### src/rtl/neuro_cfg_loader.sv
// Transmit end of the neuron-array configuration shift chain: serialises config bytes
// MSB-first onto the chain with one conf_en per bit and collects the chain tail as readback bytes.
module neuro_cfg_loader #(
  parameter int unsigned N_NEURONS       = 25,
  parameter int unsigned BITS_PER_NEURON = 17,
  parameter int unsigned CLK_DIV         = 1
) (
  input  logic       clk,
  input  logic       rst_n,
  input  logic       start,
  input  logic       abort,
  input  logic [7:0] cfg_data,
  input  logic       cfg_valid,
  output logic       cfg_ready,
  input  logic       chain_tail,
  output logic       bs_out,
  output logic       conf_en,
  output logic [7:0] rb_data,
  output logic       rb_valid,
  output logic       busy,
  output logic       done
);

  localparam int unsigned TOTAL     = N_NEURONS * BITS_PER_NEURON;
  localparam int unsigned NBYTES    = (TOTAL + 7) / 8;
  localparam int unsigned LAST_BITS = ((TOTAL % 8) == 0) ? 8 : (TOTAL % 8);
  localparam logic [15:0] TOTAL_W   = 16'(TOTAL);
  localparam logic [15:0] NBYTES_W  = 16'(NBYTES);
  localparam logic [3:0]  LAST_W    = 4'(LAST_BITS);
  localparam logic [7:0]  DIV_MAX   = 8'(CLK_DIV - 1);

  typedef enum logic [1:0] {
    ST_IDLE = 2'd0,
    ST_RUN  = 2'd1,
    ST_DONE = 2'd2
  } state_t;

  state_t      state_q, state_d;
  logic [7:0]  hold_q, hold_d;
  logic        hold_full_q, hold_full_d;
  logic [7:0]  sh_q, sh_d;
  logic [3:0]  sh_cnt_q, sh_cnt_d;
  logic [7:0]  div_q, div_d;
  logic [15:0] bit_cnt_q, bit_cnt_d;
  logic [15:0] acc_q, acc_d;
  logic [15:0] ld_q, ld_d;
  logic [7:0]  rb_q, rb_d;
  logic [2:0]  rb_cnt_q, rb_cnt_d;
  logic [7:0]  rb_data_q, rb_data_d;
  logic        rb_valid_q, rb_valid_d;
  logic        conf_en_q, conf_en_d;
  logic        bs_out_q, bs_out_d;
  logic        cfg_ready_q, cfg_ready_d;
  logic        busy_q, busy_d;
  logic        done_q, done_d;
  logic        last_bit_s;
  logic        run_s;

  // State, datapath and registered outputs
  always_ff @(posedge clk or negedge rst_n) begin
    if (!rst_n) begin
      state_q     <= ST_IDLE;
      hold_q      <= 8'd0;
      hold_full_q <= 1'b0;
      sh_q        <= 8'd0;
      sh_cnt_q    <= 4'd0;
      div_q       <= 8'd0;
      bit_cnt_q   <= 16'd0;
      acc_q       <= 16'd0;
      ld_q        <= 16'd0;
      rb_q        <= 8'd0;
      rb_cnt_q    <= 3'd0;
      rb_data_q   <= 8'd0;
      rb_valid_q  <= 1'b0;
      conf_en_q   <= 1'b0;
      bs_out_q    <= 1'b0;
      cfg_ready_q <= 1'b0;
      busy_q      <= 1'b0;
      done_q      <= 1'b0;
    end else begin
      state_q     <= state_d;
      hold_q      <= hold_d;
      hold_full_q <= hold_full_d;
      sh_q        <= sh_d;
      sh_cnt_q    <= sh_cnt_d;
      div_q       <= div_d;
      bit_cnt_q   <= bit_cnt_d;
      acc_q       <= acc_d;
      ld_q        <= ld_d;
      rb_q        <= rb_d;
      rb_cnt_q    <= rb_cnt_d;
      rb_data_q   <= rb_data_d;
      rb_valid_q  <= rb_valid_d;
      conf_en_q   <= conf_en_d;
      bs_out_q    <= bs_out_d;
      cfg_ready_q <= cfg_ready_d;
      busy_q      <= busy_d;
      done_q      <= done_d;
    end
  end

  // Next-state logic; outside RUN (and on abort) every work register falls back to empty
  always_comb begin
    state_d     = ST_IDLE;
    hold_d      = hold_q;
    hold_full_d = 1'b0;
    sh_d        = 8'd0;
    sh_cnt_d    = 4'd0;
    div_d       = 8'd0;
    bit_cnt_d   = 16'd0;
    acc_d       = 16'd0;
    ld_d        = 16'd0;
    rb_d        = 8'd0;
    rb_cnt_d    = 3'd0;
    rb_data_d   = rb_data_q;
    rb_valid_d  = 1'b0;
    last_bit_s  = conf_en_q && (bit_cnt_q == (TOTAL_W - 16'd1));

    if (abort) begin
      state_d = ST_IDLE;
    end else begin
      case (state_q)
        ST_IDLE: begin
          if (start) begin
            state_d = ST_RUN;
          end else begin
            state_d = ST_IDLE;
          end
        end
        ST_RUN: begin
          state_d     = ST_RUN;
          hold_full_d = hold_full_q;
          sh_d        = sh_q;
          sh_cnt_d    = sh_cnt_q;
          bit_cnt_d   = bit_cnt_q;
          acc_d       = acc_q;
          ld_d        = ld_q;
          rb_d        = rb_q;
          rb_cnt_d    = rb_cnt_q;

          if (cfg_valid && cfg_ready_q) begin
            hold_d      = cfg_data;
            hold_full_d = 1'b1;
            acc_d       = acc_q + 16'd1;
          end else begin
            hold_d = hold_q;
          end

          // conf_en_q marks the strobe: the chain takes bs_out now and presents its tail bit
          if (conf_en_q) begin
            sh_d     = {sh_q[6:0], 1'b0};
            sh_cnt_d = sh_cnt_q - 4'd1;
            if (bit_cnt_q != TOTAL_W) begin
              bit_cnt_d = bit_cnt_q + 16'd1;
            end else begin
              bit_cnt_d = bit_cnt_q;
            end
            rb_d[3'd7 - rb_cnt_q] = chain_tail;
            if ((rb_cnt_q == 3'd7) || last_bit_s) begin
              rb_data_d  = rb_d;
              rb_valid_d = 1'b1;
              rb_d       = 8'd0;
              rb_cnt_d   = 3'd0;
            end else begin
              rb_cnt_d = rb_cnt_q + 3'd1;
            end
            if (last_bit_s) begin
              state_d = ST_DONE;
            end else begin
              state_d = ST_RUN;
            end
          end else begin
            sh_cnt_d = sh_cnt_q;
          end

          // Refill in the same cycle the last bit leaves so CLK_DIV=1 streams without gaps
          if ((sh_cnt_d == 4'd0) && hold_full_q) begin
            sh_d        = hold_q;
            sh_cnt_d    = (ld_q == (NBYTES_W - 16'd1)) ? LAST_W : 4'd8;
            hold_full_d = 1'b0;
            ld_d        = ld_q + 16'd1;
          end else begin
            ld_d = ld_q;
          end

          if ((sh_cnt_q == 4'd0) || (div_q == DIV_MAX)) begin
            div_d = 8'd0;
          end else begin
            div_d = div_q + 8'd1;
          end
        end
        ST_DONE: begin
          state_d = ST_IDLE;
        end
        default: begin
          state_d = ST_IDLE;
        end
      endcase
    end

    run_s       = (state_d == ST_RUN);
    conf_en_d   = run_s && (sh_cnt_d != 4'd0) && (div_d == DIV_MAX);
    bs_out_d    = run_s && (sh_cnt_d != 4'd0) && sh_d[7];
    cfg_ready_d = run_s && !hold_full_d && (acc_d < NBYTES_W);
    busy_d      = (state_d != ST_IDLE);
    done_d      = (state_d == ST_DONE);
  end

  assign cfg_ready = cfg_ready_q;
  assign bs_out    = bs_out_q;
  assign conf_en   = conf_en_q;
  assign rb_data   = rb_data_q;
  assign rb_valid  = rb_valid_q;
  assign busy      = busy_q;
  assign done      = done_q;

endmodule
### config.mk
export PLATFORM = sky130hd
export DESIGN_NAME = neuro_cfg_loader
export DESIGN_NICKNAME = d
export VERILOG_FILES = /design/src/rtl/neuro_cfg_loader.sv
export SDC_FILE = /design/constraint.sdc
export NUM_CORES = 1
export LEC_CHECK = 0
export CELL_PAD_IN_SITES_DETAIL_PLACEMENT = 1
export CELL_PAD_IN_SITES_GLOBAL_PLACEMENT = 1
export CORE_UTILIZATION = 30
export DETAILED_ROUTE_END_ITERATION = 12
export DONT_BUFFER_PORTS = 1
export PLACE_DENSITY = 0.6
export SLEW_MARGIN = 25
export SYNTH_ARGS = -nofsm -noshare
export SYNTH_HDL_FRONTEND = slang
export SYNTH_SLANG_ARGS = --single-unit
### constraint.sdc
create_clock -name clk -period 2.3 [get_ports clk]
set_input_delay 0.115 -clock clk [delete_from_list [all_inputs] [get_ports clk]]
set_output_delay 0.115 -clock clk [all_outputs]
set_load 0.005 [all_outputs]
Word level (Yosys, flattened, before mapping)
Cells that the tools add are included.

storage, ports and cells
  bits in registers = 104
  input bits = 14
  output and inout bits = 14
  logic and storage cells = 111

operators by class
  add/sub/neg operators = 7
  order comparisons = 3
  equality and inequality tests = 11
  multiplexer cells = 48
  bitwise gates (word level) = 1
  reduce and logical (&&, ||, !) cells = 22

operators with widths
  cell                                                         count
  2-to-1 mux 16 bit                                            10
  2-to-1 mux 8 bit                                             11
  adder 16 x 1 -> 16 bit, second input constant                3
  2-to-1 mux 4 bit                                             7
  equality test 16 x 6 -> 1 bit, second input constant         1
  equality test 16 x 9 -> 1 bit, second input constant         1
  logical NOT 8 bit                                            2
  less-than comparator 16 x 6 -> 1 bit, second input constant  1
  inequality test 16 x 9 -> 1 bit, second input constant       1
  2-to-1 mux 3 bit                                             4
  2-to-1 mux 1 bit                                             10
  logical AND 1 bit                                            9
  inequality test 3 bit, second input constant                 3
  adder 8 x 1 -> 8 bit, second input constant                  1
  bitwise mux 8 bit                                            1
  logical NOT 4 bit                                            2
  2-to-1 mux 2 bit                                             3
  equality test 2 x 1 -> 1 bit, second input constant          2
  less-than comparator 3 x 4 -> 1 bit, second input constant   1
  inequality test 4 bit, second input constant                 1
  one-hot mux 2 bit (2 select lines)                           1
  AND reduction 4 bit                                          1
  nonzero test 4 bit                                           1
  subtractor 4 x 1 -> 4 bit, second input constant             1
  other kinds (13)                                             14

Depth between registers and ports, before layout
Gate-level depths: netlist of run 1.

  depth after elaboration = 12
  gate-level depth with buffers = 10
  gate-level depth less buffers = 8

Worst setup path after synthesis of run 1
Ideal clock, no wire load.

  path kind = flip-flop to flip-flop
  start = register sh_cnt_q[0]
  end = register cfg_ready_q, in the netlist cfg_ready
  setup time = 0.096 ns
  arrival time = 1.827 ns
  required time = 2.204 ns
  setup slack = 0.378 ns
  stages on the path, launching flop included = 10
  path buffers = 1
  clock period less this slack = 1.922 ns
  cells stage by stage = dfrtp_1 > inv_1 > ha_1 > xnor2_1 > a22oi_4 > or2_1 > buf_6 > a2bb2oi_2 > o2111ai_1 > nor4_2

between the ends
  cells in the longest elaborated chain, start to end = 12

ends and longest elaborated chain
  item                                RTL line  source
  start: declaration                  42        logic [3:0] sh_cnt_q, sh_cnt_d;
  start signal: assignment            85        sh_cnt_q <= sh_cnt_d;
  subtractor 4 x 1 -> 4 bit           152       sh_cnt_d = sh_cnt_q - 4'd1;
  2-to-1 mux 4 bit (*)                150       if (conf_en_q) begin
  2-to-1 mux 4 bit (*)                122       case (state_q)
  2-to-1 mux 4 bit (*)                119       if (abort) begin
  logical NOT 4 bit (*)               177       if ((sh_cnt_d == 4'd0) && hold_full_q) begin
  logical AND 1 bit (*)               177
  2-to-1 mux 1 bit (*)                177
  2-to-1 mux 1 bit (*)                122
  2-to-1 mux 1 bit (*)                119
  logical NOT 1 bit (*)               204       cfg_ready_d = run_s && !hold_full_d && (acc_d < NBYTES_W);
  logical AND 1 bit (*) (2 in a row)  204
  net cfg_ready_d                     53        logic cfg_ready_q, cfg_ready_d;
  end signal: assignment              96        cfg_ready_q <= cfg_ready_d;
  end: declaration                    53

The timed path passes the listed nets; every way through them passes the cells marked *. The select of a mux whose other input is x is not followed.
A chain may end at the register's enable or synchronous reset.

Worst setup path after layout of run 1
  start = register bit_cnt_q[1]
  end = register bit_cnt_q[9]

between the ends
  cells in the longest elaborated chain, start to end = 5
  elaborated cells on any way between the ends = 8

ends and longest elaborated chain
  item                      RTL line  source
  start: declaration        44        logic [15:0] bit_cnt_q, bit_cnt_d;
  start signal: assignment  87        bit_cnt_q <= bit_cnt_d;
  adder 16 x 1 -> 16 bit    154       bit_cnt_d = bit_cnt_q + 16'd1;
  2-to-1 mux 16 bit         153       if (bit_cnt_q != TOTAL_W) begin
  2-to-1 mux 16 bit         150
  2-to-1 mux 16 bit         122
  2-to-1 mux 16 bit         119

Several ways; a longest one is shown, not always the timed one. The select of a mux whose other input is x is not followed.

==> results.md, run 1 <==
* Die W at 134 µm
* Gr usage total at 0.143
* Initial DRC count at 118
* Most numerous cell in the Yosys netlist: dfrtp_1
* CTS resizes at 0
* Critical Path Start Type: flip-flop
* Clock skew at 9.89 ps
* Area after DPL at 0.00550 mm²
* CTS H-Tree Depth at 3
* Syn Area/Cell at 9.89 µm²
* Row count at 47
* Worst slew pin tran at 535 ps
* Syn Std Cell Area at 0.00522 mm²
* Vias in the first global route at 4078
* CP Class: reg -> reg
* Xor/xnor share of the synthesized area at 0.0855
* Initial antenna violation count at 0
* PortBufs at 0
* Cells after Synth at 528
* Drt total wl at 11.5 mm
* Routed len/inst at 15.0 µm
* CTS Root Cell: clkbuf_16
* CTS Hold Buffers Added at 12
* Setup Fix Bufs, Post-CTS at 0
* Fillers at 1950
* Dominant cell type by area after synthesis: dfrtp_1
* Peak supply drop at 0.339 mV
* Max Freq at 474 MHz
* IO Pins at 28
* CTS Buf Count at 9
* WP data arrival at 2390 ps
* Clock sink total at 104
* Die Y at 134 µm
* Mapped Nets at 553
* Largest net degree at the start of global routing at 105
* Total power divided by cell area at 618 mW/mm²
* Largest family of logic cells by synthesized area: simple AND/OR/NAND/NOR gates
* Clock-pin slew on the worst setup and hold paths at 80 ps
* Gpl congestion at 0.776
* Remaining Overflow, GRT at 0
* Setup violations, final at 0
* MaxCap Viol Count at 0
* Seq/Total Area, Yosys at 0.498
* Initial core utilization at 0.311
* # DRC at 0
* Synth top area share at 0.498
* Via density at 4.93
* Area Overhead vs Synth at 13.8%
* Worst-Skew Late Latency at 360 ps
* Post-synthesis compound-gate area fraction at 0.0786
* EDFF count, synth at 0
* ANT cells at 0
* Fin util at 0.353
* CTS Buffer Depth at 2
* Multi-input logic area at 0.00243 mm²
* Commonest cells in the synthesized netlist: dfrtp_1 (104), nor2_1 (81), nand2_1 (50)
* Fin. Hold Viols at 104
* Dpl hpwl at 7.97 mm
* Relative slew slack at 0.639
* Setup TNS at 0 ps
* Total Nets Final at 567
* Multiplexer share of the synthesized area at 0.0652
* Hold WC Path Type: in -> async
* Final Cycle Share at 0.917
* Ys flop type: dfrtp_1
* FF+latch count, synth at 104
* Routed vias at 3785
* FF+latch area at 0.00260 mm²
* Pleak at 2.51 nW
* Fraction of layout cells with a size suffix above 1 at 0.0932
* CP max FO at 6
* Synth Area in Adders at 0.0264
* Post-Layout Inst Area at 0.00594 mm²
* Dominant cells by area after synthesis: dfrtp_1 (50%), xor2_1 (6.0%), nor2_1 (5.8%)
* CTS tree: yes
* Pins Over Slew Limit at 0
* Crit. End Element: flip-flop
* WP data required at 2580 ps
* Post-synth cell types at 55
* First-pass iteration count of the detailed router at 4
* Outcome: finished, violations left
* Async set or reset register ratio after synthesis at 1.00
* Core Region at 0.0168 mm²
* Die ar. at 0.0179 mm²
* Failing checks: negative hold slack
* First-pass GRT wire length at 20.5 mm
* Tmin final at 2110 ps
* Final ANT Viol Nets at 0
* RSZ-0062 raised after global routing: no
* Simple-gate area share of the yosys netlist at 0.210
* Final hold slack at -553 ps
* Synthesis warning total at 0
## flip-flops by register name (all words and copies together), names as in the netlist, 2 cells and up
signal	cells
rb_cnt_q	3
state_q	2
sh_cnt_q	4
bit_cnt_q	16
sh_q	8
acc_q	16
ld_q	16
rb_data	8
hold_q	8
div_q	8
rb_q	8
## cells in the final DEF (no fill, tap or decap), drive strengths merged, types with 10 or more instances in the layout
| master | count |
|---|---|
| nor2 | 84 |
| nand4 | 13 |
| buf | 14 |
| a21oi | 13 |
| dfrtp | 104 |
| ha | 11 |
| nor3 | 13 |
| clkbuf | 10 |
| and3 | 10 |
| o21ai | 19 |
| dlygate4sd3 | 12 |
| inv | 26 |
| nand2 | 50 |
| mux2i | 25 |
| xnor2 | 15 |
| nand3 | 23 |
| xor2 | 36 |
## power breakdown
part,switching (mW),leakage (nW),internal [mW]
Sequential,0.0280,1.39,1.87
Combinational,0.0573,0.956,0.0612
Clock,0.757,0.157,0.900
## logic make-up after synthesis
logic type,after synthesis
AOI/OAI and AO/OA,61
xor gates and xnor gates,51
and+or+nand+nor,223
muxes,33
buffers and inverters,45
adders and majority gates,11
DFF,104
## metal layers
metal	global-route usage	routed length (µm)
met5	0	0
met4	0.0537	192
met3	0.0333	300
met2	0.228	5410
met1	0.189	5630
## path summary, 6_finish.rpt
kind / slack (ps) / start / end / depth (start not counted)
max: 190 / bit_cnt_q[1]$_DFFE_PN0P_ / bit_cnt_q[9]$_DFFE_PN0P_ / 7
min: -550 / rst_n / ld_q[5]$_DFFE_PN0P_ / 0
max reg2reg: 190 / bit_cnt_q[1]$_DFFE_PN0P_ / bit_cnt_q[9]$_DFFE_PN0P_ / 7
min reg2reg: 480 / rb_q[4]$_DFFE_PN0P_ / rb_q[4]$_DFFE_PN0P_ / 2
max in group asynchronous: 2660 / rst_n / bit_cnt_q[3]$_DFFE_PN0P_ / 0
min in group clk: 80 / cfg_valid / acc_q[1]$_DFF_PN0_ / 3
## through the flow
step | power [mW] | setup WS (ps) | instances
global route | 3.82 | 14.8 | 767
global placement | 2.03 | 216 | 739
finish | 3.67 | 190 | 767
CTS | 3.74 | 174 | 767
detailed placement | 2.04 | 160 | 739
floorplan | 2.00 | 378 | 528
## area by class of cell
class	instances	share of cell area
clock buffers	10	0.0402
inverters	22	0.0139
multi-input cells	379	0.410
repair buffers	26	0.0379
flip-flops and latches	104	0.438
clock inverters	6	0.0137
well taps	220	0.0463
## critical path: stages, from the launching register on
cell and delay (ps):
dfrtp_1 410, inv_1 80, ha_1 180, and3_1 180, a41o_1 310, a211o_1 400
or3_1 320, a21oi_1 150
No activity file was read; power rests on OpenSTA's default activity.
==> run 2: changes to the inputs <==
--- a/config.mk
+++ b/config.mk
@@ -5,12 +5,13 @@
 export SDC_FILE = /design/constraint.sdc
 export NUM_CORES = 1
 export LEC_CHECK = 0
+export ABC_AREA = 1
 export CELL_PAD_IN_SITES_DETAIL_PLACEMENT = 1
 export CELL_PAD_IN_SITES_GLOBAL_PLACEMENT = 1
 export CORE_UTILIZATION = 30
 export DETAILED_ROUTE_END_ITERATION = 12
 export DONT_BUFFER_PORTS = 1
-export PLACE_DENSITY = 0.6
+export PLACE_DENSITY = 0.62
 export SLEW_MARGIN = 25
 export SYNTH_ARGS = -nofsm -noshare
 export SYNTH_HDL_FRONTEND = slang
==> run 2 against run 1 <==
Against the previous run:
- the flow still finishes with violations (negative hold slack)
- die area is 5.5% higher
- core utilization fell by 0.98 points
- count of clock-buffer cells in the layout is 1 lower
- combinational power grew 23%
- critical path depth rose by 4
- critical path type unchanged
==> results.md, run 2 <==
* Outcome: finished, violations left
* Failing checks: negative hold slack
* CTS tree: yes
* Gr usage total at 0.161 (+0.0174)
* CP Class: reg -> reg
* Clock sink total at 104 (unchanged)
* FF+latch area at 0.00260 mm² (about the same)
* Commonest cells in the synthesized netlist: nand2_1 (132), dfrtp_1 (104), nor2_1 (102)
* WP data required at 2550 ps (-30 ps)
* Initial DRC count at 189 (+60%)
* Die Y at 138 µm (+2.7%)
* Syn Area/Cell at 7.98 µm² (-19%)
* Final hold slack at -548 ps (+4.97 ps)
* Synth top area share at 0.472 (-0.0265)
* Critical Path Start Type: flip-flop
* Crit. End Element: flip-flop
* Initial core utilization at 0.307 (-0.00349)
* Async set or reset register ratio after synthesis at 1.00 (unchanged)
* Final Cycle Share at 0.909 (-0.00843)
* Gpl congestion at 0.808 (+4.1%)
* Fillers at 2220 (+14%)
* CTS Buf Count at 9 (unchanged)
* Final ANT Viol Nets at 0 (unchanged)
* Clk pwr share at 0.433 (-0.018)
* Biggest regs: acc_q x16, bit_cnt_q x16, ld_q x16
* Total Nets Final at 731 (+29%)
* RSZ-0062 raised after global routing: no
* Initial antenna violation count at 0 (unchanged)
* Slowest-stage cell, CP: dfrtp_1
* Ys flop type: dfrtp_1
* EDFF count, synth at 0 (unchanged)
* Setup Fix Bufs, Post-CTS at 0 (unchanged)
* CTS Root Cell: clkbuf_16
* Die W at 138 µm (+2.7%)
* Area Overhead vs Synth at 11.9%
* Routed vias at 4531 (+20%)
* Worst-Skew Late Latency at 360 ps (about the same)
* Remaining Overflow, GRT at 0 (unchanged)
* Hold WC Path Type: in -> async
* Max Freq at 478 MHz (+0.93%)
* Syn Std Cell Area at 0.00552 mm² (+5.6%)
* Row count at 49 (+4.3%)
* Multi-input logic area at 0.00245 mm² (+0.57%)
* WP data arrival at 2340 ps (-50 ps)
* Dpl hpwl at 10.2 mm (+28%)
* Worst reg2reg path startpoint: sh_cnt_q[0]$_DFF_PN0_
* CP max FO at 23 (+17)
* Synthesis warning total at 0 (unchanged)
* Dominant cells by area after synthesis: dfrtp_1 (47%), nand2_1 (9.0%), nor2_1 (6.9%)
* Switching Share at 0.252 (+0.0229)
* Peak supply drop at 0.289 mV (-15%)
* Int Power at 2.71 mW (-4.4%)
* IO Pins at 28 (unchanged)
* Vias in the first global route at 4791 (+17%)
* ANT cells at 0 (unchanged)
* Routed len/inst at 14.9 µm (-1.2%)
* Core Region at 0.0180 mm² (+6.8%)
* First-pass iteration count of the detailed router at 4 (unchanged)
* Leading cell type in the layout, fill and taps excluded: nand2_1
* Post-synth cell types at 40 (-27%)
* Worst slew pin tran at 368 ps (-166 ps)
* Clock-pin slew on the worst setup and hold paths at 80 ps (about the same)
* Fraction of layout cells with a size suffix above 1 at 0.0985 (+0.00522)
* Tmin final at 2090 ps (-19.4 ps)
* Total power divided by cell area at 586 mW/mm² (-5.2%)
* Pins Over Slew Limit at 0 (unchanged)
* CTS Hold Buffers Added at 10 (-2)
* Largest net degree at the start of global routing at 105 (unchanged)
* PortBufs at 0 (unchanged)
* Clock skew at 11.5 ps (+1.56 ps)
* Dominant cell type by area after synthesis: dfrtp_1
* CP Launch Point: sh_cnt_q[0]$_DFF_PN0_
* Mapped Nets at 716 (+29%)
* CTS Buffer Depth at 2 (unchanged)
* Fin. Hold Viols at 104 (unchanged)
* CTS H-Tree Depth at 3 (unchanged)
* Setup violations, final at 0 (unchanged)
* Setup TNS at 0 ps (unchanged)
* MaxCap Viol Count at 0 (unchanged)
* Sequential share of power at 0.526 (+0.009)
* P_sw at 0.912 mW (+8.3%)
* Drt total wl at 14.0 mm (+21%)
* Pleak at 2.76 nW (+10%)
* Cell Chain, Critical Path: inv_1 > ha_1 > nand2_1 > o21ai_1 > nand2_1 > nor2_4 > nand2_4 > nand2_4 > inv_2 > a22oi_1 > nor2_1
* # DRC at 0 (unchanged)
* Die ar. at 0.0189 mm² (+5.5%)
* Commonest non-fill, non-tap cells in the layout: nand2_1 (132), dfrtp_1 (103), nor2_1 (102), inv_1 (92), nand3_1 (51)
* CP max stage delay at 390 ps (-20 ps)
* Comb power frac at 0.040 (+0.008)
* Overall Power at 3.62 mW (-1.5%)
* FF+latch count, synth at 104 (unchanged)
* Seq/Total Area, Yosys at 0.472 (-0.0265)
* Via density at 4.82 (-2.3%)
* Relative slew slack at 0.752 (+0.113)
* Most numerous cell in the Yosys netlist: nand2_1
* Cells after Synth at 691 (+31%)
* First-pass GRT wire length at 23.5 mm (+15%)
## run 2: cell types whose count changed after synthesis, sizes merged, moves of 11 or more
cell,delta
nand2,+89
inv,+77
o21ai,+38
nand3,+29
nor2,+29
xor2,-29
mux2i,-25
xnor2,-13
a21oi,+11
## run 2: final cells by class
class | instances | area share
timing repair buffer | 16 | 0.0256
clock inverter | 7 | 0.0120
inverter | 99 | 0.0606
clock buffer | 9 | 0.0365
multi-input combinational | 476 | 0.397
tap | 229 | 0.0464
sequential | 104 | 0.422
## run 2: final timing paths
kind	endpoint	slack (ps)	depth (start not counted)
max in group asynchronous	ld_q[13]$_DFFE_PN0P_	2670	0
min in group clk	rb_data[6]$_DFFE_PN0P_	30	2
max reg2reg	bs_out$_DFF_PN0_	210	11
max	bs_out$_DFF_PN0_	210	11
min	ld_q[10]$_DFFE_PN0P_	-550	0
min reg2reg	rb_data[7]$_DFFE_PN0P_	510	2
## run 2: cell families after synthesis
| logic type | Yosys count | share of synthesized area |
|---|---|---|
| flops | 104 | 0.472 |
| mux | 8 | 0.0163 |
| compound gates | 110 | 0.115 |
| buf+inv | 111 | 0.0842 |
| fa+ha+maj | 11 | 0.0250 |
| xor+xnor | 9 | 0.0143 |
| simple gates | 338 | 0.273 |
## run 2: critical path, delay by kind of cell, from the launching register on
family	cells	cell delay, ps
compound gates	2	370
fa+ha+maj	1	280
buf+inv	2	190
flops	1	390
simple gates	6	740
## run 2: power groups by stage
| stage | clock network, mW | registers [mW] | logic, mW |
|---|---|---|---|
| 2_1_floorplan | 0 | 1.92 | 0.101 |
| 3_3_place_gp | 0 | 1.94 | 0.129 |
| 3_5_place_dp | 0 | 1.94 | 0.134 |
| 4_1_cts | 1.63 | 1.91 | 0.149 |
| 5_1_grt | 1.68 | 1.91 | 0.161 |
| 6_report | 1.57 | 1.90 | 0.146 |
## run 2: per-layer routing
metal | part of all wire | up-vias | global-route usage
li1 | - | 2279 | -
met2 | 0.51 | 29 | 0.279
met3 | 0.028 | 13 | 0.0294
met5 | 0 | - | 0
met4 | 0.015 | 0 | 0.0556
met1 | 0.45 | 2210 | 0.198
## run 2: stage by stage
stage,instances,worst slack (ps),hold WS (ps),utilization,instance area [µm²]
global placement,914,273,-175,0.321,5770
CTS,940,139,-572,0.343,6170
global route,940,8.28,-573,0.343,6170
finish,940,210,-548,0.343,6170
floorplan,691,650,-181,-,5520
detailed placement,914,141,-174,0.321,5770
## run 2: repair_timing
action,in CTS,in global routing
setup endpoints to repair,0,8
resized for setup,0,1
endpoints found under the hold margin,115,104
